`config.mk`:
```
export PLATFORM = sky130hd
export DESIGN_NAME = alu_issue_ctrl
export DESIGN_NICKNAME = d
export VERILOG_FILES = /design/src/rtl/alu_issue_ctrl.sv
export SDC_FILE = /design/constraint.sdc
export NUM_CORES = 1
export LEC_CHECK = 0
export ABC_AREA = 1
export CORE_MARGIN = 5
export CORE_UTILIZATION = 40
export CTS_CLUSTER_SIZE = 8
export DETAILED_ROUTE_END_ITERATION = 6
export PLACE_DENSITY = 0.76
export REMOVE_ABC_BUFFERS = 1
export SYNTH_ARGS = -nofsm -noshare
export SYNTH_HDL_FRONTEND = slang
export SYNTH_SLANG_ARGS = --single-unit
```
`constraint.sdc`:
```
create_clock -name clk -period 12.2 [get_ports clk]
set_input_delay 2.44 -clock clk [delete_from_list [all_inputs] [get_ports clk]]
set_output_delay 2.44 -clock clk [all_outputs]
set_load 0.02 [all_outputs]
```
`src/rtl/alu_issue_ctrl.sv`:
```
// alu_issue_ctrl: multi-cycle issue/control unit for the ARM data-processing path.
// Accepts one instruction at a time, reads operands from the register file,
// checks the condition field against the internal NZCV register, sequences an
// optional shifter pass and the ALU pass, then writes back and updates flags.
//
// state  | meaning
// -------+-----------------------------------------------------------------
// IDLE   | ready for a new instruction (instr_ready=1)
// DECODE | read Rn/Rm, evaluate condition and legality, load ALU operands
// SHIFT  | ALU shifts Rm by the immediate amount; result becomes operand 2
// EXEC   | ALU performs the data op; result and flags are captured
// WB     | one-cycle retire: done pulse, optional write-back and flag update
module alu_issue_ctrl #(
   parameter int XLEN = 32,
   parameter int NREG = 16
) (
   input  logic                    clk,
   input  logic                    reset,
   input  logic                    instr_valid,
   input  logic [31:0]             instr,
   output logic                    instr_ready,
   output logic [$clog2(NREG)-1:0] rf_raddr1,
   output logic [$clog2(NREG)-1:0] rf_raddr2,
   input  logic [XLEN-1:0]         rf_rdata1,
   input  logic [XLEN-1:0]         rf_rdata2,
   output logic [XLEN-1:0]         src1,
   output logic [XLEN-1:0]         src2,
   output logic [7:0]              ctrl_cmd,
   output logic [3:0]              current_flags,
   input  logic [XLEN-1:0]         Rd_out,
   input  logic [3:0]              new_flags,
   output logic                    rf_we,
   output logic [$clog2(NREG)-1:0] rf_waddr,
   output logic [XLEN-1:0]         rf_wdata,
   output logic                    done,
   output logic                    skipped,
   output logic                    illegal
);

   typedef enum logic [2:0] {
      IDLE   = 3'd0,
      DECODE = 3'd1,
      SHIFT  = 3'd2,
      EXEC   = 3'd3,
      WB     = 3'd4
   } state_t;

   state_t          state;
   logic [31:0]     instr_q;
   logic [XLEN-1:0] rn_val;
   logic [3:0]      flags;
   logic [3:0]      wb_flags;
   logic            wb_skip;

   // instruction fields, all taken from the latched word
   logic [3:0] f_cond;
   logic [1:0] f_class;
   logic       f_i;
   logic [3:0] f_opcode;
   logic       f_s;
   logic [4:0] f_shamt;
   logic [1:0] f_shtype;
   logic       f_regshift;
   logic [3:0] f_rot;
   logic [7:0] f_imm8;

   assign f_cond     = instr_q[31:28];
   assign f_class    = instr_q[27:26];
   assign f_i        = instr_q[25];
   assign f_opcode   = instr_q[24:21];
   assign f_s        = instr_q[20];
   assign f_rot      = instr_q[11:8];
   assign f_shamt    = instr_q[11:7];
   assign f_shtype   = instr_q[6:5];
   assign f_regshift = instr_q[4];
   assign f_imm8     = instr_q[7:0];

   assign rf_raddr1 = instr_q[19:16];
   assign rf_raddr2 = instr_q[3:0];
   assign rf_waddr  = instr_q[15:12];

   assign instr_ready   = (state == IDLE);
   assign current_flags = flags;

   logic fl_n, fl_z, fl_c, fl_v;
   assign fl_n = flags[3];
   assign fl_z = flags[2];
   assign fl_c = flags[1];
   assign fl_v = flags[0];

   // register-specified shifts are not supported and are retired as illegal
   logic is_illegal;
   logic is_test;
   logic needs_shift;
   logic upd_flags;

   assign is_illegal  = (f_class != 2'b00) || (!f_i && f_regshift);
   assign is_test     = (f_opcode[3:2] == 2'b10);
   assign needs_shift = !f_i && (f_shamt != 5'd0);
   assign upd_flags   = f_s || is_test;

   logic [7:0] data_cmd;
   logic [7:0] shift_cmd;

   assign data_cmd  = {2'b00, 1'b0, f_opcode, f_s};
   assign shift_cmd = {2'b11, 1'b0, 2'b00, f_shtype, 1'b0};

   // immediate operand: imm8 rotated right by twice the rotate field
   logic [XLEN-1:0] imm_ext;
   logic [XLEN-1:0] imm_rot;
   logic [XLEN-1:0] shamt_ext;
   logic [5:0]      rot_amt;
   logic [6:0]      rot_lsh;

   assign imm_ext   = {{(XLEN-8){1'b0}}, f_imm8};
   assign shamt_ext = {{(XLEN-5){1'b0}}, f_shamt};
   assign rot_amt   = {1'b0, f_rot, 1'b0};
   assign rot_lsh   = 7'(XLEN) - {1'b0, rot_amt};
   assign imm_rot   = (imm_ext >> rot_amt) | (imm_ext << rot_lsh);

   logic cond_pass;

   // standard ARM condition table; 1111 never executes
   always_comb begin
      cond_pass = 1'b0;
      case (f_cond)
         4'b0000: cond_pass = fl_z;
         4'b0001: cond_pass = !fl_z;
         4'b0010: cond_pass = fl_c;
         4'b0011: cond_pass = !fl_c;
         4'b0100: cond_pass = fl_n;
         4'b0101: cond_pass = !fl_n;
         4'b0110: cond_pass = fl_v;
         4'b0111: cond_pass = !fl_v;
         4'b1000: cond_pass = fl_c && !fl_z;
         4'b1001: cond_pass = !fl_c || fl_z;
         4'b1010: cond_pass = (fl_n == fl_v);
         4'b1011: cond_pass = (fl_n != fl_v);
         4'b1100: cond_pass = !fl_z && (fl_n == fl_v);
         4'b1101: cond_pass = fl_z || (fl_n != fl_v);
         4'b1110: cond_pass = 1'b1;
         default: cond_pass = 1'b0;
      endcase
   end

   // issue sequencer; every ALU-facing and retire output is registered here
   always_ff @(posedge clk or posedge reset) begin
      if (reset) begin
         state    <= IDLE;
         instr_q  <= '0;
         rn_val   <= '0;
         src1     <= '0;
         src2     <= '0;
         ctrl_cmd <= '0;
         flags    <= '0;
         wb_flags <= '0;
         wb_skip  <= 1'b0;
         rf_we    <= 1'b0;
         rf_wdata <= '0;
         done     <= 1'b0;
         skipped  <= 1'b0;
         illegal  <= 1'b0;
      end else begin
         case (state)
            IDLE: begin
               if (instr_valid) begin
                  instr_q <= instr;
                  state   <= DECODE;
               end
            end
            DECODE: begin
               // Rn is held here so Rd may alias Rn/Rm without hazard
               rn_val <= rf_rdata1;
               if (is_illegal || !cond_pass) begin
                  wb_skip <= 1'b1;
                  done    <= 1'b1;
                  skipped <= 1'b1;
                  illegal <= is_illegal;
                  state   <= WB;
               end else if (needs_shift) begin
                  src1     <= rf_rdata2;
                  src2     <= shamt_ext;
                  ctrl_cmd <= shift_cmd;
                  state    <= SHIFT;
               end else begin
                  src1     <= rf_rdata1;
                  src2     <= f_i ? imm_rot : rf_rdata2;
                  ctrl_cmd <= data_cmd;
                  state    <= EXEC;
               end
            end
            SHIFT: begin
               // shifter flags are discarded; only the shifted value is kept
               src1     <= rn_val;
               src2     <= Rd_out;
               ctrl_cmd <= data_cmd;
               state    <= EXEC;
            end
            EXEC: begin
               rf_wdata <= Rd_out;
               wb_flags <= new_flags;
               wb_skip  <= 1'b0;
               rf_we    <= !is_test;
               done     <= 1'b1;
               ctrl_cmd <= '0;
               state    <= WB;
            end
            WB: begin
               if (!wb_skip && upd_flags) begin
                  flags <= wb_flags;
               end
               rf_we   <= 1'b0;
               done    <= 1'b0;
               skipped <= 1'b0;
               illegal <= 1'b0;
               state   <= IDLE;
            end
            default: begin
               state <= IDLE;
            end
         endcase
      end
   end

endmodule

```
* Word level (Yosys, flattened, before mapping)
Index checks and enable logic that the tools add are counted.
** Word-level totals
- Register bits :: 184
- Output and inout bits :: 125
** Cells by class
- Bitwise logic cells :: 1
- Reductions and logical operators :: 35
- Multiplexer cells :: 22
- Equality and inequality tests :: 24
- Shift operators :: 2
- Add/sub/neg operators :: 1
** Operators by type and width (count)
- $mux 32 :: 5
- $pmux 32 s2 :: 2
- $or 32x32->32 :: 1
- $shl 8x7->32 :: 1
- $shr 8x5->32 :: 1
- $eq 4x4->1 const B :: 7
- $pmux 8 s3 :: 1
- $eq 4x3->1 const B :: 4
- $mux 8 :: 2
- $pmux 1 s15 :: 1
- $reduce_and 2->1 :: 7
- $pmux 3 s4 :: 1
- $reduce_bool 2->1 :: 5
- $eq 4x2->1 const B :: 2
- $logic_not 1->1 :: 8
- $pmux 1 s2 :: 4
- $sub 6x5->7 const A :: 1
- $eq 3x2->1 const B :: 2
- $mux 3 :: 2
- $ne 2x2->1 const B :: 3
- $reduce_bool 3->1 :: 2
- $logic_and 1x1->1 :: 5
- $logic_or 1x1->1 :: 5
- $reduce_bool 5->1 :: 1
- 10 further kinds :: 12

* Longest topological paths before layout
Gate-level depths: netlist of run 1.
- Depth after elaboration :: 7
- Gate-level depth with buffers :: 14

* Worst setup path after synthesis of run 1
Ideal clock, no wire load.
- Path type :: register to output
- From :: register state[0]
- To :: output instr_ready
- Data required time :: 9760 ps
- Stages on the path, launching flop included :: 4
- Setup slack :: 8868 ps
- Arrival time :: 892 ps
- Path buffers :: 0
- Cells stage by stage :: dfrtp_1 nor2_1 inv_1 nor2_1
** Between the ends
- Cells in the longest elaborated chain, start to end :: 1
** Ends and longest elaborated chain
- start: declaration :: RTL line 48 : state_t state;
- start signal: assignment :: RTL line 149 : state <= IDLE;
- start signal: assignment :: RTL line 168 : state <= DECODE;
- start signal: assignment :: RTL line 179 : state <= WB;
- $logic_not 3->1 :: RTL line 82 : assign instr_ready = (state == IDLE);
- end: declaration :: RTL line 21 : output logic instr_ready,
No other way between the ends.

* Final worst setup path of run 1
Ends and elaborated chain as after synthesis.

==> results of run 1 <==
==> layer usage <==
layer | GRT usage | routed length, um | up-vias
met5 | 0 | 0 | -
met4 | 0.0907 | 895 | 0
met2 | 0.361 | 14700 | 339
met1 | 0.315 | 13600 | 4309
li1 | - | - | 4487
met3 | 0.0404 | 1890 | 51
==> logic make-up after synthesis <==
logic type | count (synthesis)
AO/OA/AOI/OAI | 108
XOR/XNOR | 1
adder cells (fa/ha/maj) | 1
buffers and inverters | 148
flip-flops | 182
multiplexers | 16
other | 1
AND/OR/NAND/NOR | 837
==> worst max-delay path, stage by stage, from the launching register on <==
cell	delay (ns)
dfrtp_1	0.45
nor2_1	0.12
inv_1	0.07
nor2_1	0.16
clkdlybuf4s50_1	0.64
==> flip-flops by register name, indices dropped and copies added, names as in the netlist <==
name	cells
state	3
ctrl_cmd	6
rf_we	1
illegal	1
rf_wdata	32
rn_val	32
skipped	1
done	1
wb_skip	1
instr_q	32
src2	32
current_flags	4
src1	32
wb_flags	4
==> final cells by class <==
cell class,instances,area share
diodes,7,0.00139
clock buffers,22,0.0383
clock inverters,10,0.00752
inverters,63,0.0194
multi-input cells,964,0.331
flip-flops and latches,182,0.360
well taps,319,0.0316
repair buffers,269,0.211
==> final timing paths <==
check                            startpoint           to  cells after the start
worst min register to register  rf_wdata[6]  rf_wdata[6]                      2
max in group asynchronous             reset     src2[19]                      3
worst max-delay path               state[0]  instr_ready                      4
worst min-delay path            rf_wdata[6]  rf_wdata[6]                      2
min in group asynchronous             reset  rf_wdata[1]                      2
worst max register to register   instr_q[8]      src2[7]                     12
==> cells in the mapped netlist, types with 2 or more instances <==
cell | number | area [um^2]
mux2i_1 | 2 | 20.0
mux2_2 | 14 | 158
a21oi_1 | 29 | 145
buf_2 | 12 | 60.1
nor2_1 | 47 | 176
or2_2 | 4 | 25.0
nor3_1 | 5 | 25.0
o211ai_1 | 3 | 22.5
o31ai_1 | 2 | 15.0
inv_1 | 53 | 199
nand4_1 | 3 | 18.8
buf_1 | 8 | 30.0
dfrtp_1 | 182 | 4550
nand2_1 | 626 | 2350
nand3_2 | 3 | 30.0
nand3_1 | 145 | 726
buf_6 | 7 | 78.8
nor2_4 | 2 | 22.5
clkbuf_1 | 29 | 109
a31oi_1 | 2 | 12.5
buf_4 | 29 | 218
a211oi_1 | 2 | 15.0
inv_2 | 9 | 33.8
o21ai_0 | 66 | 330
==> per-stage QoR <==
| step | total power (uW) | worst slack (ns) | hold slack, ns | instance area [um^2] | cells |
|---|---|---|---|---|---|
| after global placement | 2940 | 7.60 | 0.454 | 12000 | 1797 |
| after detailed placement | 2990 | 7.61 | 0.458 | 12000 | 1797 |
| after global routing | 3800 | 7.77 | 0.500 | 12600 | 1831 |
| final | 3540 | 7.89 | 0.470 | 12600 | 1836 |
| after floorplan | 2180 | 4.82 | 0.449 | 8960 | 1209 |
| after CTS | 3550 | 7.87 | 0.475 | 12600 | 1829 |
==> power by group through the flow <==
| stage | clock [uW] | sequential, uW | combinational (uW) |
|---|---|---|---|
| after floorplan | 0 | 1280 | 902 |
| after global placement | 0 | 1070 | 1870 |
| after detailed placement | 0 | 1080 | 1910 |
| after CTS | 560 | 1080 | 1920 |
| after global routing | 586 | 1110 | 2100 |
| final | 552 | 1080 | 1910 |
==> cell usage in the layout, fill, tap and decap left out, types with 5 or more instances in the layout <==
cell type	instances
dfrtp_1	182
o21ai_0	66
nand3_1	145
clkdlybuf4s50_1	258
diode_2	7
mux2_2	14
nor2_1	46
nor3_1	5
a21oi_1	29
inv_2	8
buf_4	11
nand2_1	625
inv_1	52
clkbuf_16	17
==> impl_metrics.json, run 1 <==
{
  "nets": 1633,
  "finalHoldViolations": 0,
  "tightest_slew_ns": 1.04,
  "firstDrtPassIters": 6,
  "drv_slew": 0,
  "grt_max_degree": 110,
  "clk_pin_slew_ns": 0.07,
  "period_minus_slack_ns": 4.31,
  "seq_power_share": 0.304,
  "dieArea_um2": 26800,
  "cts_max_level": 4,
  "synth_adder_area_share": 0.00132,
  "cp.arrival_ns": 1.87,
  "clkSinkCount": 182,
  "drtIter0Drc": 840,
  "synth-seq-cells": 182,
  "initial_core_util": 0.404,
  "regToRegSetupSlack_ns": 8.80,
  "cts_setup_buffers": 0,
  "synth_cell_types": 34,
  "gr-total-overflow": 0,
  "p_sw_frac": 0.456,
  "portBuffers": 258,
  "fillers": 2221,
  "fin_util": 0.540,
  "synthArstFlopShare": 1.00,
  "pwr_density_cell_nw_per_um2": 280,
  "synthFlopType": "dfrtp_1",
  "synthMuxAreaShare": 0.0188,
  "vias_per_cell": 5.00,
  "fp.coreArea_um2": 23400,
  "grtUsageTotal": 0.229,
  "drc": 0,
  "skew_ns": 0.0106,
  "yosys_warnings": 0,
  "clk-insertion-delay-late_ns": 0.44,
  "grt_setup_unrepaired": "no",
  "fin_crit_sh": 0.354,
  "p_comb_frac": 0.540,
  "yosys.area_share.xor_xnor": 0.00172,
  "synth_top_family_by_area": "simple AND/OR/NAND/NOR gates",
  "holdBufCountCts": 0,
  "outcome": "finished clean",
  "antenna_found_initial": 2,
  "cts_tree": "built",
  "root_buffer": "clkbuf_16",
  "antenna_left": 0,
  "row_count": 56,
  "cts_made_buffers": 17,
  "place_congestion": 0.904,
  "netlist_area_um2": 9460,
  "setup.worst_path.end_class": "output pin",
  "synthSimpleGateAreaFrac": 0.358,
  "leakage_uw": 0.00620,
  "tns_ns": 0,
  "vias": 9186,
  "synth.avg_cell_area_um2": 7.31,
  "syn_inst": 1294,
  "cts.path.max_buffers": 2,
  "setup_viol": 0,
  "regArea_um2": 4550,
  "cts_resized": 0,
  "p_switching_uw": 1610,
  "drv_cap": 0,
  "synth.yosys.seq_area_share": 0.482,
  "cp_max_fo": 4,
  "grt_pass1_wl_mm": 48.2,
  "start_kind": "register",
  "first_global_vias": 8884,
  "ir_drop_mv": 0.131,
  "path_class": "reg2out",
  "internal_power_uw": 1920,
  "hold_path.class": "reg2reg",
  "wire_per_inst_um": 16.9,
  "dpl.hpwl_mm": 21.4,
  "num_io_pins": 260,
  "multi_input_area_um2": 4180,
  "drt_wl_total_mm": 31.1,
  "synth_compound_area_frac": 0.0606,
  "die_w_um": 164,
  "synth_enable_flop_cells": 0,
  "drive_above_1_share": 0.0536,
  "syn_to_final_growth_pct": 33.7,
  "clockPowerShare": 0.156,
  "slew-limit-headroom": 0.308,
  "fmax_ghz": 0.232,
  "die_height_um": 164,
  "worstPathRequired_ns": 9.76
}
Power figures use the tool's default switching activity.
==> run 2, diff against run 1 <==
- clock period: 12.2 -> 4.3 ns (I/O delays scaled with it)
==> run 2 against run 1 <==
Net effect:
- register-to-register slack worse by 7.9 ns
- utilization increased by 0.26 points
- clock power increased to 2.9 times the previous value
- sequential power grew to 2.8 times the previous value
- routed wire length is 0.72% lower
- combinational power rose to 2.9 times the previous value
- via count about the same
- final cell count rose by 0.16%
- setup slack worse by 7.0 ns
- design area up 0.48%
- total power increased to 2.9 times the previous value
- largest cell class unchanged
==> impl_metrics.json, run 2 (synthesis gave the netlist of run 1 again) <==
{
  "internal_power_uw": 5510,
  "syn_to_final_growth_pct": 34.3,
  "crit_path_max_incr_delay_ns": 0.73,
  "r2r-start": "instr_q[8]",
  "holdBufCountCts": 0,
  "cts_made_buffers": 17,
  "root_buffer": "clkbuf_16",
  "dpl.hpwl_mm": 22.3,
  "p_comb_frac": 0.538,
  "place_congestion": 0.861,
  "leakage_uw": 0.00623,
  "setup.worst_path.end_class": "register",
  "num_io_pins": 260,
  "first_global_vias": 8970,
  "pwr_density_cell_nw_per_um2": 798,
  "row_count": 56,
  "cp.arrival_ns": 3.77,
  "cp_cell_sequence": "inv_2, ha_1, xnor2_2, inv_1, o21ai_0, nand2_1, nand2_1, nand2_1, nand2_1, nand2_1, nand2_1",
  "initial_core_util": 0.404,
  "slew-limit-headroom": 0.310,
  "cts.path.max_buffers": 2,
  "fin_cells": 1839,
  "tns_ns": 0,
  "clk-insertion-delay-late_ns": 0.44,
  "portBuffers": 258,
  "cts_max_level": 4,
  "crit_top_cell": "nand2_1",
  "antenna_found_initial": 1,
  "crit_path_end": "src2[29]",
  "worstReg2RegEnd": "src2[29]",
  "seq_power_share": 0.301,
  "die_w_um": 164,
  "ir_drop_mv": 0.339,
  "reg2regPathDepth": 11,
  "firstDrtPassIters": 5,
  "fillers": 2245,
  "dieArea_um2": 26800,
  "antenna_left": 0,
  "period_minus_slack_ns": 3.40,
  "clockPowerShare": 0.160,
  "grt_max_degree": 119,
  "final_common_cell": "nand2_1",
  "fp.coreArea_um2": 23400,
  "gr-total-overflow": 0,
  "tightest_slew_ns": 1.03,
  "wire_per_inst_um": 16.8,
  "finalHoldViolations": 0,
  "cp_max_fo": 21,
  "nets": 1640,
  "drc": 0,
  "crit_path_top_delay_cell": "dfrtp_1",
  "grt_setup_unrepaired": "no",
  "start_kind": "register",
  "path_class": "reg2reg",
  "drt_wl_total_mm": 30.9,
  "fmax_ghz": 0.294,
  "cts_resized": 0,
  "cp_top_family": "flip-flops",
  "skew_ns": 0.0124,
  "drv_cap": 0,
  "fin_crit_sh": 0.791,
  "finalWorstSetupSlack_ns": 0.898,
  "clk_pin_slew_ns": 0.07,
  "p_sw_frac": 0.456,
  "cp-startpoint": "instr_q[8]",
  "vias": 9195,
  "setup_viol": 0,
  "placed_cells": 1804,
  "p_switching_uw": 4620,
  "worst-path-buf-inv": 2,
  "outcome": "finished clean",
  "hold_path.class": "reg2reg",
  "vias_per_cell": 5.00,
  "die_height_um": 164,
  "drtIter0Drc": 857,
  "regToRegSetupSlack_ns": 0.90,
  "drive_above_1_share": 0.0587,
  "worstPathRequired_ns": 4.67,
  "worst-path-stages": 11,
  "cts_setup_buffers": 0,
  "layout_common_cells": "nand2_1 (625), clkdlybuf4s50_1 (258), dfrtp_1 (182)",
  "dp_slack_ns": 0.996,
  "clkSinkCount": 182,
  "drv_slew": 0,
  "grtUsageTotal": 0.229,
  "cts_tree": "built",
  "grt_pass1_wl_mm": 48.5,
  "power_uw": 10100
}
==> run 2: worst register-to-register path, stage by stage (launching register included) <==
cell and delay, ns:
dfrtp_1 0.73, inv_2 0.23, ha_1 0.31, xnor2_2 0.59
inv_1 0.41, o21ai_0 0.58, nand2_1 0.12, nand2_1 0.10
nand2_1 0.06, nand2_1 0.09, nand2_1 0.05, nand2_1 0.08
==> run 2: how the worst min path moves through the flow <==
stage / from / to / cells after the start
2_1_floorplan: rn_val[10] / rn_val[10] / 2
3_3_place_gp: rf_wdata[20] / rf_wdata[20] / 2
3_5_place_dp: rf_wdata[17] / rf_wdata[17] / 2
4_1_cts: rf_wdata[25] / rf_wdata[25] / 2
5_1_grt: rn_val[24] / rn_val[24] / 2
6_report: rf_wdata[21] / rf_wdata[21] / 2
==> run 2: power by group through the flow <==
stage	sequential (uW)	clock (uW)	combinational, uW
global route	3160	1710	6050
floorplan	3620	0	2560
detailed placement	3070	0	5470
finish	3060	1620	5460
global placement	3050	0	5420
CTS	3050	1640	5480
==> run 2: through the flow <==
step	utilization	hold WS (ns)	area [um^2]
2_1_floorplan	-	0.449	8960
3_3_place_gp	0.517	0.453	12100
3_5_place_dp	0.517	0.458	12100
4_1_cts	0.542	0.476	12700
5_1_grt	0.542	0.504	12700
6_report	0.543	0.472	12700
==> run 2: layer usage <==
| layer | up-vias | GRT usage | wire, um | part of all wire |
|---|---|---|---|---|
| met4 | 0 | 0.0911 | 1090 | 0.035 |
| met2 | 335 | 0.351 | 14300 | 0.46 |
| met1 | 4293 | 0.324 | 13600 | 0.44 |
| met5 | - | 0 | 0 | 0 |
| met3 | 67 | 0.0394 | 1850 | 0.060 |
| li1 | 4500 | - | - | - |
==> run 2: layout make-up <==
type / count / area, um^2 / share of cell area
Sequential cell: 182 / 4550 / 0.359
Multi-Input combinational cell: 964 / 4180 / 0.329
Timing Repair Buffer: 276 / 2720 / 0.214
Clock buffer: 19 / 453 / 0.0357
Tap cell: 319 / 399 / 0.0314
Inverter: 63 / 245 / 0.0193
Clock inverter: 13 / 144 / 0.0113
Antenna cell: 3 / 7.51 / 0.000591
==> run 3, diff against run 2 <==
- PLACE_DENSITY: 0.76 -> 0.79
- clock period: 4.3 -> 2.79 ns (I/O delays scaled with it)
==> run 3 against run 2 <==
Net effect:
- utilization is 0.32 points higher
- global-route usage increased by 0.85 points
- via count increased by 2.1%
- first-iteration DRC count increased by 12%
- design area increased by 0.59%
- critical path type is now reg2out
- worst hold slack about the same
- combinational power increased by 55%
- critical endpoint is now instr_ready
- critical path depth fell by 7
- register-to-register slack got worse by 0.55 ns
- routed wire length up 2.1%
- sequential power is 52% higher
==> impl_metrics.json, run 3 (synthesis gave the netlist of run 1 again) <==
{
  "outcome": "finished clean",
  "dp_slack_ns": 0.400,
  "num_io_pins": 260,
  "fin_cells": 1843,
  "clk_pin_slew_ns": 0.07,
  "dpl.hpwl_mm": 22.6,
  "vias_per_cell": 5.09,
  "holdBufCountCts": 0,
  "grt_use_met1": 0.326,
  "cts_max_level": 4,
  "dieArea_um2": 26800,
  "path_class": "reg2out",
  "nets": 1645,
  "regToRegSetupSlack_ns": 0.35,
  "r2r-start": "instr_q[8]",
  "drive_above_1_share": 0.0618,
  "p_switching_uw": 7100,
  "global_route.usage.met3": 0.0369,
  "drc": 0,
  "fin_crit_sh": 0.878,
  "fp.coreArea_um2": 23400,
  "die_height_um": 164,
  "leakage_uw": 0.00628,
  "worstReg2RegEnd": "src2[13]",
  "seq_power_share": 0.298,
  "row_count": 56,
  "power_uw": 15600,
  "cts_setup_buffers": 0,
  "vias": 9387,
  "final_common_cell": "nand2_1",
  "top_usage_layer": "met2",
  "slew-limit-headroom": 0.294,
  "p_comb_frac": 0.542,
  "start_kind": "register",
  "antenna_found_initial": 1,
  "grtUsageTotal": 0.237,
  "clkSinkCount": 182,
  "cts_made_buffers": 17,
  "firstDrtPassIters": 6,
  "tightest_slew_ns": 1.06,
  "grt_max_degree": 92,
  "hold_path.class": "reg2reg",
  "placed_cells": 1809,
  "crit_path_max_incr_delay_ns": 0.64,
  "clockPowerShare": 0.160,
  "tns_ns": 0,
  "drt_wl_total_mm": 31.5,
  "clk-insertion-delay-late_ns": 0.44,
  "first_global_vias": 9212,
  "grt_setup_unrepaired": "no",
  "cts_tree": "built",
  "drv_slew": 0,
  "cts.path.max_buffers": 2,
  "antenna_left": 0,
  "gr-usage-met2": 0.373,
  "finalHoldViolations": 0,
  "initial_core_util": 0.404,
  "root_buffer": "clkbuf_16",
  "portBuffers": 258,
  "finalWorstSetupSlack_ns": 0.342,
  "worst-path-stages": 4,
  "place_congestion": 0.915,
  "wire_per_inst_um": 17.1,
  "fmax_ghz": 0.408,
  "drtIter0Drc": 957,
  "cp_top_family": "buffers and inverters",
  "drv_cap": 0,
  "setup_viol": 0,
  "crit_path_top_delay_cell": "clkdlybuf4s50_1",
  "cts_resized": 0,
  "cp_cell_sequence": "nor2_1, inv_1, nor2_1, clkdlybuf4s50_1",
  "reg2regPathDepth": 11,
  "cp.arrival_ns": 1.89,
  "die_w_um": 164,
  "worst-path-buf-inv": 2,
  "ir_drop_mv": 0.468,
  "layout_common_cells": "nand2_1 (625), clkdlybuf4s50_1 (258), dfrtp_1 (182)",
  "worstPathRequired_ns": 2.23,
  "gr-total-overflow": 0,
  "crit_path_end": "instr_ready",
  "skew_ns": 0.0145,
  "holdWs_ns": 0.472,
  "cp_max_fo": 4,
  "pwr_density_cell_nw_per_um2": 1220,
  "setup.worst_path.end_class": "output pin",
  "crit_top_cell": "nor2_1",
  "p_sw_frac": 0.454,
  "period_minus_slack_ns": 2.45,
  "internal_power_uw": 8540,
  "syn_to_final_growth_pct": 35.1,
  "hold_start": "rf_wdata[24]",
  "cp-startpoint": "state[0]",
  "grt_pass1_wl_mm": 50.3
}
[run 3: cell type report]
class,instances,area [um^2]
antenna,2,5.00
clock buffer,19,453
clock inverter,13,146
fill,2196,10600
inverter,63,245
multi-input combinational,964,4180
sequential,182,4550
tap,319,399
timing repair buffer,281,2790
[run 3: per-stage QoR]
stage                     area [um^2]  utilization
after global routing            12800        0.546
final                           12800        0.546
after global placement          12200        0.520
after detailed placement        12200        0.520
after floorplan                  8960            -
after CTS                       12800        0.546
[run 3: routing by layer]
metal | wire, um | part of all wire | vias up
li1 | - | - | 4509
met1 | 13500 | 0.43 | 4427
met2 | 14800 | 0.47 | 381
met3 | 1970 | 0.062 | 70
met4 | 1200 | 0.038 | 0
met5 | 0 | 0 | -
[run 3: worst min-delay path by stage]
stage	end	cells after the start
floorplan	rn_val[10]	2
global placement	rf_wdata[17]	2
detailed placement	rf_wdata[7]	2
CTS	rf_wdata[24]	2
global route	rf_wdata[29]	2
finish	rf_wdata[24]	2
[run 3: tightest hold or removal path, stage by stage, from the launching register on]
cell and delay (ns):
dfrtp_1 0.34, nand2_1 0.05, nand2_1 0.05
[run 3: power groups by stage]
stage          Sequential, uW  Combinational [uW]  Clock (uW)
6_report                 4660                8480        2500
5_1_grt                  4820                9370        2640
4_1_cts                  4650                8490        2540
3_5_place_dp             4690                8450           0
3_3_place_gp             4650                8370           0
2_1_floorplan            5580                3940           0
